`src/rtl/axis_burst_m_pkg.sv`:
```
// Shared AXI-Stream definitions: burst FSM states, default widths and the
// handshake helper used by both the burst transmitter and the stream receiver.
package axis_pkg;

    localparam int AXIS_DATA_W = 32;
    localparam int AXIS_LEN_W  = 8;

    typedef enum logic [1:0] {
        IDLE = 2'd0,
        SEND = 2'd1,
        GAP  = 2'd2,
        DONE = 2'd3
    } axis_state_t;

    // A beat transfers on any rising edge where both valid and ready are high.
    function automatic logic axis_handshake(input logic valid, input logic ready);
        return valid & ready;
    endfunction

endpackage

```
`src/rtl/axis_burst_m_if.sv`:
```
// AXI-Stream bus bundle; the master drives valid/data/last, the slave drives ready.
interface axis_burst_m_if
    import axis_pkg::*;
#(
    parameter int DATA_W = AXIS_DATA_W
);
    logic              tvalid;
    logic              tready;
    logic [DATA_W-1:0] tdata;
    logic              tlast;

    modport master (
        output tvalid,
        output tdata,
        output tlast,
        input  tready
    );

    modport slave (
        input  tvalid,
        input  tdata,
        input  tlast,
        output tready
    );
endinterface

```
`src/rtl/axis_burst_m.sv`:
```
// AXI-Stream burst transmitter: on start, emits len+1 beats of an arithmetic
// sequence beginning at start_data, flags the final beat with tlast and pulses
// finish once that beat has been accepted. All outputs come straight from flops.
module axis_burst_m
    import axis_pkg::*;
#(
    parameter int DATA_W = AXIS_DATA_W,
    parameter int LEN_W  = AXIS_LEN_W,
    parameter int STEP   = 1
) (
    input  logic              aclk,
    input  logic              areset,
    input  logic              start,
    input  logic [DATA_W-1:0] start_data,
    input  logic [LEN_W-1:0]  len,
    input  logic              hold,
    output logic              busy,
    output logic [LEN_W-1:0]  beat_cnt,
    output logic              finish,
    axis_burst_m_if.master    m_axis
);

    axis_state_t       r_state;
    logic              r_tvalid;
    logic [DATA_W-1:0] r_tdata;
    logic              r_tlast;
    logic [LEN_W-1:0]  r_beat_cnt;
    logic [LEN_W-1:0]  r_len;
    logic              r_busy;
    logic              r_finish;

    logic              w_hs;
    logic [LEN_W-1:0]  w_beat_next;

    assign w_hs        = axis_handshake(r_tvalid, m_axis.tready);
    // Only evaluated on non-last beats, so this can never exceed the latched len.
    assign w_beat_next = r_beat_cnt + LEN_W'(1);

    // Single FSM owning the beat counter, data register and every output flag.
    always_ff @(posedge aclk) begin
        if (areset) begin
            r_state    <= IDLE;
            r_tvalid   <= 1'b0;
            r_tdata    <= '0;
            r_tlast    <= 1'b0;
            r_beat_cnt <= '0;
            r_len      <= '0;
            r_busy     <= 1'b0;
            r_finish   <= 1'b0;
        end else begin
            case (r_state)
                IDLE: begin
                    r_finish <= 1'b0;
                    if (start) begin
                        r_len      <= len;
                        r_tdata    <= start_data;
                        r_beat_cnt <= '0;
                        r_tlast    <= (len == '0);
                        r_tvalid   <= 1'b1;
                        r_busy     <= 1'b1;
                        r_state    <= SEND;
                    end
                end
                SEND: begin
                    // Without a handshake everything holds, whatever hold does.
                    if (w_hs) begin
                        if (r_tlast) begin
                            r_tvalid <= 1'b0;
                            r_tlast  <= 1'b0;
                            r_finish <= 1'b1;
                            r_state  <= DONE;
                        end else begin
                            r_beat_cnt <= w_beat_next;
                            r_tdata    <= r_tdata + DATA_W'(STEP);
                            r_tlast    <= (w_beat_next == r_len);
                            if (hold) begin
                                r_tvalid <= 1'b0;
                                r_state  <= GAP;
                            end
                        end
                    end
                end
                GAP: begin
                    // Next beat's data is already loaded; just re-raise valid.
                    if (!hold) begin
                        r_tvalid <= 1'b1;
                        r_state  <= SEND;
                    end
                end
                DONE: begin
                    // start is deliberately not looked at here, so it is dropped.
                    r_finish <= 1'b0;
                    r_busy   <= 1'b0;
                    r_state  <= IDLE;
                end
                default: begin
                    r_state <= IDLE;
                end
            endcase
        end
    end

    assign m_axis.tvalid = r_tvalid;
    assign m_axis.tdata  = r_tdata;
    assign m_axis.tlast  = r_tlast;
    assign busy          = r_busy;
    assign beat_cnt      = r_beat_cnt;
    assign finish        = r_finish;

endmodule

```
`src/flat_wrapper.sv`:
```
// flat-port wrapper written by rule: the top's interface ports become plain ports
module axis_burst_m_flat import axis_pkg::*;
#(
    parameter int DATA_W = AXIS_DATA_W,
    parameter int LEN_W  = AXIS_LEN_W,
    parameter int STEP   = 1
)
  (aclk, areset, start, start_data, len, hold, busy, beat_cnt, finish, m_axis_tvalid, m_axis_tdata, m_axis_tlast, m_axis_tready);
  axis_burst_m_if #(.DATA_W(DATA_W)) m_axis_i ();
  input  logic aclk;
  input  logic areset;
  input  logic start;
  input  logic [DATA_W-1:0] start_data;
  input  logic [LEN_W-1:0] len;
  input  logic hold;
  output logic busy;
  output logic [LEN_W-1:0] beat_cnt;
  output logic finish;
  output wire logic [$bits(m_axis_i.tvalid)-1:0] m_axis_tvalid;
  output wire logic [$bits(m_axis_i.tdata)-1:0] m_axis_tdata;
  output wire logic [$bits(m_axis_i.tlast)-1:0] m_axis_tlast;
  input wire logic [$bits(m_axis_i.tready)-1:0] m_axis_tready;
  assign m_axis_tvalid = m_axis_i.tvalid;
  assign m_axis_tdata = m_axis_i.tdata;
  assign m_axis_tlast = m_axis_i.tlast;
  assign m_axis_i.tready = m_axis_tready;
  axis_burst_m #(.DATA_W(DATA_W), .LEN_W(LEN_W), .STEP(STEP)) u_core (.aclk(aclk), .areset(areset), .start(start), .start_data(start_data), .len(len), .hold(hold), .busy(busy), .beat_cnt(beat_cnt), .finish(finish), .m_axis(m_axis_i));
endmodule
```
`config.mk`:
```
export PLATFORM = sky130hd
export DESIGN_NAME = axis_burst_m_flat
export DESIGN_NICKNAME = d
export VERILOG_FILES = /design/src/rtl/axis_burst_m_pkg.sv /design/src/rtl/axis_burst_m_if.sv /design/src/rtl/axis_burst_m.sv /design/src/flat_wrapper.sv
export SDC_FILE = /design/constraint.sdc
export NUM_CORES = 1
export LEC_CHECK = 0
export BUFFER_PORTS_ARGS = -buffer_cell sky130_fd_sc_hd__buf_2
export CAP_MARGIN = 20
export CORE_AREA = 2 2 87 89
export CTS_CLUSTER_DIAMETER = 80
export CTS_CLUSTER_SIZE = 30
export DETAILED_ROUTE_END_ITERATION = 16
export DIE_AREA = 0 0 89 91
export GPL_ROUTABILITY_DRIVEN = 1
export MAX_ROUTING_LAYER = met4
export PLACE_DENSITY = 0.83
export SYNTH_ARGS = -nofsm -noshare
export SYNTH_HDL_FRONTEND = slang
export SYNTH_SLANG_ARGS = --single-unit
```
`constraint.sdc`:
```
create_clock -name aclk -period 2.1 [get_ports aclk]
set_clock_uncertainty 0.2 [all_clocks]
set_input_delay 0.105 -clock aclk [delete_from_list [all_inputs] [get_ports aclk]]
set_output_delay 0.105 -clock aclk [all_outputs]
set_load 0.03 [all_outputs]
```
==> impl_results.rst, run 1 <==
.. list-table::
   :header-rows: 1

   * - Metric
     - Value
   * - Status
     - finished with violations
   * - Failing checks
     - negative setup slack
   * - Sum of negative setup slack
     - -185 ps
   * - Final weighted congestion of routability-driven global placement
     - 0.959
   * - Die X
     - 89 µm
   * - Slowest library cell on the worst path
     - dfxtp_4
   * - Largest fanout on the critical path
     - 5
   * - Power share of the clock group
     - 10.1%
   * - FF+latch area
     - 0.00111 mm²
   * - Post-detail-place hpwl
     - 7490 µm
   * - Endpoint, Worst Hold
     - u_core.m_axis.tdata[29]
   * - Cell area after placement
     - 0.00418 mm²
   * - Longest individual stage delay on the worst path
     - 380 ps
   * - Clk sink count
     - 54
   * - Number of cells traversed by the worst hold path
     - 4
   * - Startpoint of the most critical hold path
     - start_data[29]
   * - Buffers added on ports
     - 88
   * - Reg-to-Reg Start
     - u_core.m_axis.tdata[1]
   * - Initial antenna violation count
     - 0
   * - Count of distinct cell types in the synthesized netlist
     - 62
   * - Post-synth ARST share
     - 0%
   * - CP cell instances
     - ha_4, nand3_4, nor4_4, buf_4, buf_4, buf_4, a21oi_1, o21ai_1, a21oi_1
   * - IR Drop Worst-Case VDD
     - 0.755 mV
   * - Count of warnings emitted by yosys
     - 0
   * - Proportion of power drawn by flip-flops and latches
     - 30.0%
   * - Total I/O pin count
     - 89
   * - Final Worst Setup Slack
     - -73.7 ps
   * - Critical Path RT
     - 2070 ps
   * - Fillcell total
     - 598
   * - Depth of the worst register-to-register path
     - 9
   * - Portion of the post-synthesis area used by sequential elements
     - 32.3%
   * - Max transition margin
     - 57.7%
   * - Combinational group share of total power
     - 59.9%
   * - Fraction of layout instances using a drive strength above 1
     - 32.6%
   * - Most common cell after layout, fill and taps aside
     - buf_2
   * - Via density
     - 6.05
   * - Critical path class
     - reg -> reg
   * - Flop2flop setup slack
     - -70 ps
   * - Wire length of the first global-routing pass
     - 17,700 µm
   * - Switching power of the nets
     - 0.00289 W
   * - CTS Root Cell
     - clkbuf_8
   * - Length of the first detailed-routing pass in iterations
     - 8
   * - Final Cell Area
     - 0.00479 mm²
   * - Critical path startpoint category
     - flip-flop
   * - Average footprint of a synthesized cell
     - 7.49 µm²
   * - Transition time at the pin with the least slew margin
     - 634 ps
   * - Leakage power
     - 2.08 nW
   * - Standard-cell rows
     - 31
   * - Count of pins over their slew limit
     - 0
   * - Later-pin clock latency in the skew report
     - 310 ps
   * - Area of the core
     - 0.00714 mm²
   * - Primary flip-flop cell chosen by synthesis mapping
     - dfxtp_1
   * - Cell internal pwr
     - 0.00298 W
   * - Endpoint class of the critical path
     - flip-flop
   * - Area of the multi-input gates
     - 0.00220 mm²
   * - Die Footprint
     - 0.00810 mm²
   * - Clock slew at reported path FFs
     - 110 ps
   * - Maximum clock rate
     - 460 MHz
   * - Post-detailed-route count of antenna-violating nets
     - 0
   * - Via count
     - 4,253
   * - Area added between synthesis and finish
     - 43.1%
   * - Final critical-path required period
     - 2170 ps
   * - Routed length per placed instance
     - 16.8 µm
   * - Vias in the first global route
     - 3,842
   * - TritonCTS clock tree
     - yes
   * - Final period util
     - 104%
   * - Final setup violation count
     - 6
   * - DRC
     - 0
   * - Number of register bits inferred by synthesis
     - 54
   * - Level count of the clock H-tree
     - 2
   * - Number of antenna repair diodes
     - 0
   * - Worst reg2reg endpoint
     - u_core.m_axis.tdata[20]
   * - Nets@finish
     - 656
   * - Highest-count cells in the layout ignoring fill and taps
     - buf_2, buf_4, a21oi_1
   * - Clock buffers created by TritonCTS
     - 5
   * - Total count of hold-check failures in the final report
     - 0
   * - Cell type with the highest occurrence count on the critical path
     - buf_4
   * - MaxCap Viol Count
     - 0
   * - Remaining global-route overflow
     - 0
   * - Power density cells
     - 1220 mW/mm²
   * - Setup repair after global routing missed its margin
     - true
   * - Pin count of the biggest net entering global routing
     - 39
   * - Total routed wirelength
     - 11,800 µm
   * - Data arrival time of the worst path
     - 2140 ps
   * - Post-synthesis net count
     - 499
   * - Die boundary height
     - 91 µm
   * - Global routing usage summed across all routing layers
     - 27.1%
   * - Cell area after synthesis
     - 0.00335 mm²
   * - Post-synth EDFFs
     - 0
   * - Initial core utilization
     - 46.9%
   * - Clock buffer depth
     - 2
   * - Switch share
     - 49.3%
   * - Number of DRC violations after detailed-routing iteration 0
     - 425
   * - Worst min-delay path category
     - in -> reg
   * - Gate count of the mapped netlist
     - 447
layer usage:
layer  part of all wire [%]  GRT usage (%)
met1                     39           34.3
met2                     49           45.0
met3                    9.1           3.64
met5                      0              -
met4                    3.2           7.09
power by group through the flow:
stage,Sequential [W],Clock [W],Combinational (W)
floorplan,0.00226,0,0.00143
global placement,0.00168,0,0.00309
CTS,0.00169,0.000588,0.00325
global route,0.00179,0.000630,0.00377
detailed placement,0.00171,0,0.00317
finish,0.00176,0.000592,0.00351
per-stage QoR:
step	power (W)	instances	util [%]	hold WS, ps	worst slack (ps)
after floorplan	0.00369	447	-	41.0	7.17
after global placement	0.00477	651	58.6	156	46.6
after detailed placement	0.00488	651	58.6	165	-117
after CTS	0.00553	683	63.5	2.24	16.0
after global routing	0.00619	703	67.1	22.7	-158
final	0.00587	703	67.1	6.83	-73.7
area by class of cell:
type / count / area share (%)
Clock buffer: 6 / 1.52
Inverter: 11 / 0.862
Clock inverter: 1 / 0.157
Multi-Input combinational cell: 352 / 45.9
Sequential cell: 54 / 23.1
Timing Repair Buffer: 180 / 25.9
Tap cell: 99 / 2.59
synth_stat cells (3+ instances only):
| library cell | instances | area, µm² |
|---|---|---|
| clkbuf_1 | 19 | 71.3 |
| a21o_1 | 4 | 30.0 |
| nand4_1 | 15 | 93.8 |
| and3_1 | 13 | 81.3 |
| nor4_1 | 3 | 18.8 |
| ha_1 | 7 | 87.6 |
| nor2_1 | 34 | 128 |
| a41o_1 | 3 | 30.0 |
| buf_1 | 4 | 15.0 |
| nor3_1 | 9 | 45.0 |
| a211oi_1 | 11 | 82.6 |
| nand2_1 | 46 | 173 |
| buf_2 | 5 | 25.0 |
| o22ai_1 | 3 | 18.8 |
| o211ai_1 | 3 | 22.5 |
| a21oi_1 | 56 | 280 |
| a31oi_1 | 9 | 56.3 |
| and4b_1 | 4 | 40.0 |
| inv_1 | 11 | 41.3 |
| or3_1 | 4 | 25.0 |
| o21ai_1 | 3 | 15.0 |
| nand2b_1 | 3 | 18.8 |
| nand3_1 | 24 | 120 |
| o21ai_0 | 35 | 175 |
| or4_1 | 4 | 30.0 |
| dfxtp_1 | 54 | 1080 |
| nor2b_1 | 13 | 81.3 |
| o31ai_1 | 3 | 22.5 |
| xor2_1 | 4 | 35.0 |
how the worst max path moves through the flow:
| stage | cells past startpoint | endpoint | slack [ps] | from |
|---|---|---|---|---|
| 2_1_floorplan | 5 | u_core.m_axis.tdata[26] | 7 | u_core.m_axis.tdata[21] |
| 3_3_place_gp | 8 | u_core.beat_cnt[7] | 50 | u_core.r_state[1] |
| 3_5_place_dp | 8 | u_core.m_axis.tdata[28] | -120 | u_core.r_state[1] |
| 4_1_cts | 6 | u_core.m_axis.tdata[29] | 20 | u_core.m_axis.tdata[3] |
| 5_1_grt | 6 | u_core.m_axis.tdata[26] | -160 | u_core.m_axis.tdata[1] |
| 6_report | 9 | u_core.m_axis.tdata[20] | -70 | u_core.m_axis.tdata[1] |
repair_timing:
action                                  4_1_cts  5_1_grt
buffers inserted                              0       19
pin swaps                                     1       11
hold buffers                                 25        0
gates cloned                                  0        1
resized for setup                             6       21
hold endpoints to repair                     25        0
endpoints found under the setup margin        5       11
flip-flops by register name, indices dropped and copies added, names as in the netlist:
| register | flops |
|---|---|
| u_core.r_len | 8 |
| u_core.beat_cnt | 8 |
| u_core.r_state | 2 |
| u_core.m_axis.tvalid | 1 |
| u_core.m_axis.tdata | 32 |
| u_core.finish | 1 |
| u_core.m_axis.tlast | 1 |
| u_core.busy | 1 |
critical path, delay by kind of cell (launching register included):
family / cells / cell delay (ps)
compound gates: 3 / 460
buf+inv: 3 / 400
fa+ha+maj: 1 / 150
flops: 1 / 380
simple gates: 2 / 470
logic make-up after synthesis:
kind of cell / Yosys count / share of synthesized area [%]
compound gates: 149 / 27.1
xor+xnor: 5 / 1.31
fa+ha+maj: 7 / 2.62
simple gates: 188 / 30.6
mux: 3 / 0.972
buf+inv: 41 / 5.12
flops: 54 / 32.3
No activity file was read; power rests on OpenSTA's default activity.
==> inputs of run 2 (changes only) <==
Settings changed: PLACE_DENSITY 0.83 to 0.85.
==> impl_results.rst, run 2 (synthesis results as in run 1) <==
.. list-table::
   :header-rows: 1

   * - Metric
     - Value
   * - Transition time at the pin with the least slew margin
     - 383 ps (-251 ps)
   * - Die Footprint
     - 0.00810 mm² (unchanged)
   * - TritonCTS clock tree
     - yes
   * - Final Cell Area
     - 0.00467 mm² (-2.5%)
   * - Clock buffers created by TritonCTS
     - 5 (unchanged)
   * - Final weighted congestion of routability-driven global placement
     - 0.931 (-2.9%)
   * - DRC
     - 0 (unchanged)
   * - Clk sink count
     - 54 (unchanged)
   * - Leakage power
     - 2.00 nW (-4.1%)
   * - Maximum clock rate
     - 481 MHz (+4.5%)
   * - Vias in the first global route
     - 3,963 (+3.1%)
   * - Remaining global-route overflow
     - 0 (unchanged)
   * - Count of pins over their slew limit
     - 0 (unchanged)
   * - Post-detailed-route count of antenna-violating nets
     - 0 (unchanged)
   * - Number of antenna repair diodes
     - 0 (unchanged)
   * - Final critical-path required period
     - 2080 ps (-93.3 ps)
   * - Hold Worst Slack
     - 9.92 ps (+3.09 ps)
   * - Die X
     - 89 µm (unchanged)
   * - Via count
     - 4,194 (-1.4%)
   * - Critical path startpoint category
     - flip-flop
   * - Global routing usage summed across all routing layers
     - 28.2% (+1.2 points)
   * - Initial core utilization
     - 46.9% (unchanged)
   * - Cell class contributing the biggest share of worst-path delay
     - simple AND/OR/NAND/NOR gates
   * - Setup repair after global routing missed its margin
     - true
   * - Clock slew at reported path FFs
     - 100 ps (about the same)
   * - Area of the core
     - 0.00714 mm² (unchanged)
   * - Level count of the clock H-tree
     - 2 (unchanged)
   * - Area added between synthesis and finish
     - 39.5%
   * - Startpoint of the most critical hold path
     - start_data[13]
   * - Reg-to-Reg Start
     - u_core.m_axis.tdata[0]
   * - Largest fanout on the critical path
     - 6 (+1)
   * - Total routed wirelength
     - 11,500 µm (-2.8%)
   * - Number of placed instances with taps included
     - 645 (-0.92%)
   * - CP cell instances
     - ha_2, nand3_2, nor4_4, nand4_1, or4_4, a31oi_4
   * - Most common cell after layout, fill and taps aside
     - buf_2
   * - Cell area after placement
     - 0.00415 mm² (-0.78%)
   * - Clock buffer depth
     - 2 (unchanged)
   * - MaxCap Viol Count
     - 0 (unchanged)
   * - Total I/O pin count
     - 89 (unchanged)
   * - Pin count of the biggest net entering global routing
     - 35 (-10%)
   * - Fraction of layout instances using a drive strength above 1
     - 31.0% (-1.6 points)
   * - Power density cells
     - 1240 mW/mm² (+1.3%)
   * - Post-detail-place hpwl
     - 7580 µm (+1.2%)
   * - Critical path class
     - reg -> reg
   * - Worst reg2reg endpoint
     - u_core.m_axis.tdata[26]
   * - Flip-flop count of the largest register, all copies and words added
     - 32 (unchanged)
   * - Number of DRC violations after detailed-routing iteration 0
     - 364 (-14%)
   * - Max transition margin
     - 74.4% (+17 points)
   * - Longest individual stage delay on the worst path
     - 450 ps (+70 ps)
   * - Endpoint class of the critical path
     - flip-flop
   * - Initial antenna violation count
     - 0 (unchanged)
   * - CTS Root Cell
     - clkbuf_8
   * - Length of the first detailed-routing pass in iterations
     - 8 (unchanged)
   * - Worst min-delay path category
     - in -> reg
   * - Final period util
     - 99.1% (-4.4 points)
   * - Nets@finish
     - 638 (-2.7%)
   * - Standard-cell rows
     - 31 (unchanged)
   * - Number of buffers and inverters on the critical path
     - 0 (-3)
   * - Data arrival time of the worst path
     - 2130 ps (about the same)
   * - Fillcell total
     - 616 (+3.0%)
   * - Final setup violation count
     - 0 (-6)
   * - Highest-count cells in the layout ignoring fill and taps
     - buf_2, a21oi_1, nand2_1
   * - Status
     - completed
   * - Die boundary height
     - 91 µm (unchanged)
   * - Endpoint, Worst Hold
     - u_core.m_axis.tdata[13]
   * - Routed length per placed instance
     - 16.7 µm (-0.42%)
   * - Flop2flop setup slack
     - 20 ps (+90 ps)
   * - Number of standard cells in the final layout excluding fillers
     - 686 (-2.4%)
   * - Critical Path RT
     - 2150 ps (+80 ps)
   * - Wire length of the first global-routing pass
     - 18,400 µm (+4.1%)
   * - Depth of the worst register-to-register path
     - 6 (-3)
   * - Number of cells traversed by the worst hold path
     - 4 (unchanged)
   * - Later-pin clock latency in the skew report
     - 320 ps (about the same)
   * - IR Drop Worst-Case VDD
     - 0.812 mV (+7.5%)
   * - Buffers added on ports
     - 88 (unchanged)
   * - Via density
     - 6.11 (+1.1%)
   * - Slowest library cell on the worst path
     - or4_4
   * - Total count of hold-check failures in the final report
     - 0 (unchanged)
## run 2: cell types whose count changed in the layout (fill, tap and decap cells not counted), moves of 2 or more
cell           previous run  this run
ha_2                      0         2
buf_4                    63        42
nand3_4                   3         1
dlygate4sd3_1            25        27
## run 2: cell type report
| class | instances | area, µm² | share of cell area [%] |
|---|---|---|---|
| repair buffers | 162 | 1110 | 23.7 |
| inverters | 11 | 43.8 | 0.938 |
| clock buffers | 7 | 86.3 | 1.85 |
| flip-flops and latches | 54 | 1110 | 23.7 |
| clock inverters | 1 | 5.00 | 0.107 |
| multi-input cells | 352 | 2200 | 47.0 |
| well taps | 99 | 124 | 2.65 |
## run 2: worst max path at each step
| stage | start | end | slack, ps | depth (start not counted) |
|---|---|---|---|---|
| global placement | u_core.r_state[1] | u_core.m_axis.tdata[26] | 70 | 7 |
| finish | u_core.m_axis.tdata[0] | u_core.m_axis.tdata[26] | 20 | 6 |
| global route | u_core.m_axis.tdata[0] | u_core.m_axis.tdata[26] | -50 | 6 |
| floorplan | u_core.m_axis.tdata[21] | u_core.m_axis.tdata[26] | 7 | 5 |
| detailed placement | u_core.r_state[1] | u_core.beat_cnt[7] | -130 | 8 |
| CTS | u_core.m_axis.tdata[6] | u_core.m_axis.tdata[29] | 5 | 6 |
## run 2: power by group
part           switching [W]  internal (W)
logic                0.00209       0.00132
registers           0.000391       0.00138
clock network       0.000355      0.000267
## run 2: timing repair
item / in CTS / in global routing
gates resized for setup: 6 / 26
endpoints found under the hold margin: 30 / 0
pin swaps: 1 / 9
setup endpoints to repair: 8 / 20
hold buffers: 27 / 0
buffers inserted: 0 / 6
## run 2: layer usage
metal	global-route usage (%)	share of wire (%)	wire length, µm	vias to the layer above
met5	-	0	0	-
met4	10.6	2.6	303	0
met3	4.55	7.4	846	37
met2	44.4	49	5650	235
met1	36.2	41	4680	1982
li1	-	-	-	1940
## run 2: worst reg2reg max path, stage by stage (launching register included)
cell	delay, ps
dfxtp_4	380
ha_2	200
nand3_2	110
nor4_4	350
nand4_1	170
or4_4	450
a31oi_4	160
## run 2: through the flow
step | setup slack, ps | utilization (%) | total power [W] | TNS (ps)
finish | 19.7 | 65.4 | 0.00580 | 0
global route | -50.8 | 65.4 | 0.00616 | -85.9
CTS | 5.05 | 63.5 | 0.00556 | 0
detailed placement | -134 | 58.2 | 0.00488 | -391
global placement | 69.5 | 58.2 | 0.00478 | 0
floorplan | 7.17 | - | 0.00369 | 0
==> inputs of run 3 (changes only) <==
==> constraint.sdc (replaced) <==
create_clock -name aclk -period 2.1 [get_ports aclk]
set_clock_uncertainty 0.2 [all_clocks]
set_input_delay 0.42 -clock aclk [delete_from_list [all_inputs] [get_ports aclk]]
set_output_delay 0.42 -clock aclk [all_outputs]
set_load 0.03 [all_outputs]
==> impl_results.rst, run 3 (synthesis results as in run 1) <==
.. list-table::
   :header-rows: 1

   * - Metric
     - Value
   * - Nets@finish
     - 615 (-3.6%)
   * - Highest-count cells in the layout ignoring fill and taps
     - buf_2, a21oi_1, buf_4
   * - Final Cell Area
     - 0.00437 mm² (-6.5%)
   * - Leakage power
     - 1.89 nW (-5.4%)
   * - Worst min-delay path category
     - in -> reg
   * - Largest fanout on the critical path
     - 4 (-2)
   * - Buffers added on ports
     - 88 (unchanged)
   * - Number of antenna repair diodes
     - 0 (unchanged)
   * - Wire length of the first global-routing pass
     - 16,500 µm (-10%)
   * - Transition time at the pin with the least slew margin
     - 427 ps (+43.6 ps)
   * - Fraction of layout instances using a drive strength above 1
     - 32.1% (+1.1 points)
   * - IR Drop Worst-Case VDD
     - 0.759 mV (-6.5%)
   * - DRC
     - 0 (unchanged)
   * - Routed length per placed instance
     - 15.6 µm (-6.8%)
   * - Most common cell after layout, fill and taps aside
     - buf_2
   * - Combinational group share of total power
     - 57.6% (-1.2 points)
   * - TritonCTS clock tree
     - yes
   * - Vias in the first global route
     - 3,549 (-10%)
   * - Power density cells
     - 1270 mW/mm² (+2.6%)
   * - Clock slew at reported path FFs
     - 110 ps (about the same)
   * - Via density
     - 5.92 (-3.2%)
   * - Cell area after placement
     - 0.00413 mm² (-0.48%)
   * - Die Footprint
     - 0.00810 mm² (unchanged)
   * - Endpoint class of the critical path
     - flip-flop
   * - Setup repair after global routing missed its margin
     - true
   * - Initial antenna violation count
     - 0 (unchanged)
   * - Area of the core
     - 0.00714 mm² (unchanged)
   * - Power share of the clock group
     - 10.4% (-0.3 points)
   * - Critical path class
     - reg -> reg
   * - Cell internal pwr
     - 0.00282 W (-4.8%)
   * - Clock buffer depth
     - 2 (unchanged)
   * - Via count
     - 3,916 (-6.6%)
   * - Number of DRC violations after detailed-routing iteration 0
     - 310 (-15%)
   * - Remaining global-route overflow
     - 0 (unchanged)
   * - Final Worst Setup Slack
     - 20.9 ps (+1.27 ps)
   * - Clock buffers created by TritonCTS
     - 5 (unchanged)
   * - Switch share
     - 49.2% (+0.35 points)
   * - Final setup violation count
     - 0 (unchanged)
   * - Total routed wirelength
     - 10,300 µm (-10%)
   * - Post-detailed-route count of antenna-violating nets
     - 0 (unchanged)
   * - Final standard cell utilization of the core
     - 61.2% (-4.2 points)
   * - Total I/O pin count
     - 89 (unchanged)
   * - Final weighted congestion of routability-driven global placement
     - 0.912 (-2.0%)
   * - Initial core utilization
     - 46.9% (unchanged)
   * - Total count of hold-check failures in the final report
     - 0 (unchanged)
   * - Switching power of the nets
     - 0.00274 W (-3.4%)
   * - Sum of negative setup slack
     - 0 ps (unchanged)
   * - Hold buffer count at cts
     - 0 (-100%)
   * - Standard-cell rows
     - 31 (unchanged)
   * - Level count of the clock H-tree
     - 2 (unchanged)
   * - MaxCap Viol Count
     - 0 (unchanged)
   * - Flip-flop count of the largest register, all copies and words added
     - 32 (unchanged)
   * - Length of the first detailed-routing pass in iterations
     - 5 (-3)
   * - Pin count of the biggest net entering global routing
     - 41 (+17%)
   * - Final critical-path required period
     - 2080 ps (-1.27 ps)
   * - Global routing usage summed across all routing layers
     - 25.4% (-2.9 points)
   * - Critical Path RT
     - 2150 ps (about the same)
   * - Post-detail-place hpwl
     - 7460 µm (-1.6%)
   * - Final period util
     - 99.0% (about the same)
   * - Place WS
     - -27.8 ps (+106 ps)
   * - Max transition margin
     - 71.5% (-2.9 points)
   * - Clk sink count
     - 54 (unchanged)
   * - CTS Root Cell
     - clkbuf_8
   * - Proportion of power drawn by flip-flops and latches
     - 31.9% (+1.4 points)
   * - Die X
     - 89 µm (unchanged)
   * - Die boundary height
     - 91 µm (unchanged)
   * - Status
     - completed
   * - Maximum clock rate
     - 481 MHz (about the same)
   * - Count of pins over their slew limit
     - 0 (unchanged)
   * - Later-pin clock latency in the skew report
     - 310 ps (about the same)
   * - Data arrival time of the worst path
     - 2130 ps (about the same)
   * - Critical path startpoint category
     - flip-flop
   * - Area added between synthesis and finish
     - 30.5%
==> run 3: cell types whose count changed in the layout (fill, tap and decap cells not counted), moves of 2 or more <==
cell / previous run / this run
dlygate4sd3_1: 27 / 0
buf_4: 42 / 49
dfxtp_4: 3 / 1
o21ai_1: 4 / 6
ha_2: 2 / 0
o21ai_0: 33 / 31
dfxtp_2: 11 / 14
buf_6: 2 / 0
ha_1: 3 / 5
==> run 3: worst max-delay path: stages (launching register included) <==
cell and delay [ps]:
dfxtp_2 350, nand4_1 210, buf_4 220, nor4_4 300, nand4_1 170, or4_1 410, a31oi_1 160
==> run 3: per-stage QoR <==
step,hold slack [ps],instances,power (W)
5_1_grt,159,662,0.00592
4_1_cts,148,651,0.00538
2_1_floorplan,241,447,0.00369
3_3_place_gp,254,644,0.00468
6_report,156,662,0.00556
3_5_place_dp,261,644,0.00478
==> run 3: worst paths after layout <==
path,startpoint,end,slack (ps),depth (start not counted)
worst max register to register,u_core.m_axis.tdata[7],u_core.m_axis.tdata[26],20,6
worst min-delay path,len[0],u_core.r_len[0],160,3
worst max-delay path,u_core.m_axis.tdata[7],u_core.m_axis.tdata[26],20,6
worst min register to register,u_core.r_len[0],u_core.r_len[0],270,2
==> run 3: repair_timing <==
action,CTS,global route
endpoints found under the setup margin,5,14
pin swaps,0,7
gates resized for setup,5,20
setup buffers,0,11
gates cloned,0,0
==> run 3: layer usage <==
layer	track usage [%]	up-vias	wire [µm]	share of wire, %
met4	5.72	0	138	1.3
met1	33.8	1801	4280	41
met2	40.9	203	5060	49
li1	-	1888	-	-
met5	-	-	0	0
met3	3.36	24	853	8.3
==> run 3: layout make-up <==
| class | count | area, µm² |
|---|---|---|
| fillers | 655 | 2770 |
| multi-input cells | 352 | 2170 |
| flip-flops and latches | 54 | 1100 |
| repair buffers | 139 | 848 |
| well taps | 99 | 124 |
| clock buffers | 6 | 72.6 |
| inverters | 11 | 43.8 |
| clock inverters | 1 | 7.51 |
==> run 3: power groups by stage <==
stage	Sequential (W)	Combinational (W)	Clock [W]
3_3_place_gp	0.00172	0.00296	0
2_1_floorplan	0.00226	0.00143	0
3_5_place_dp	0.00175	0.00303	0
5_1_grt	0.00182	0.00348	0.000623
6_report	0.00177	0.00320	0.000580
4_1_cts	0.00173	0.00306	0.000588
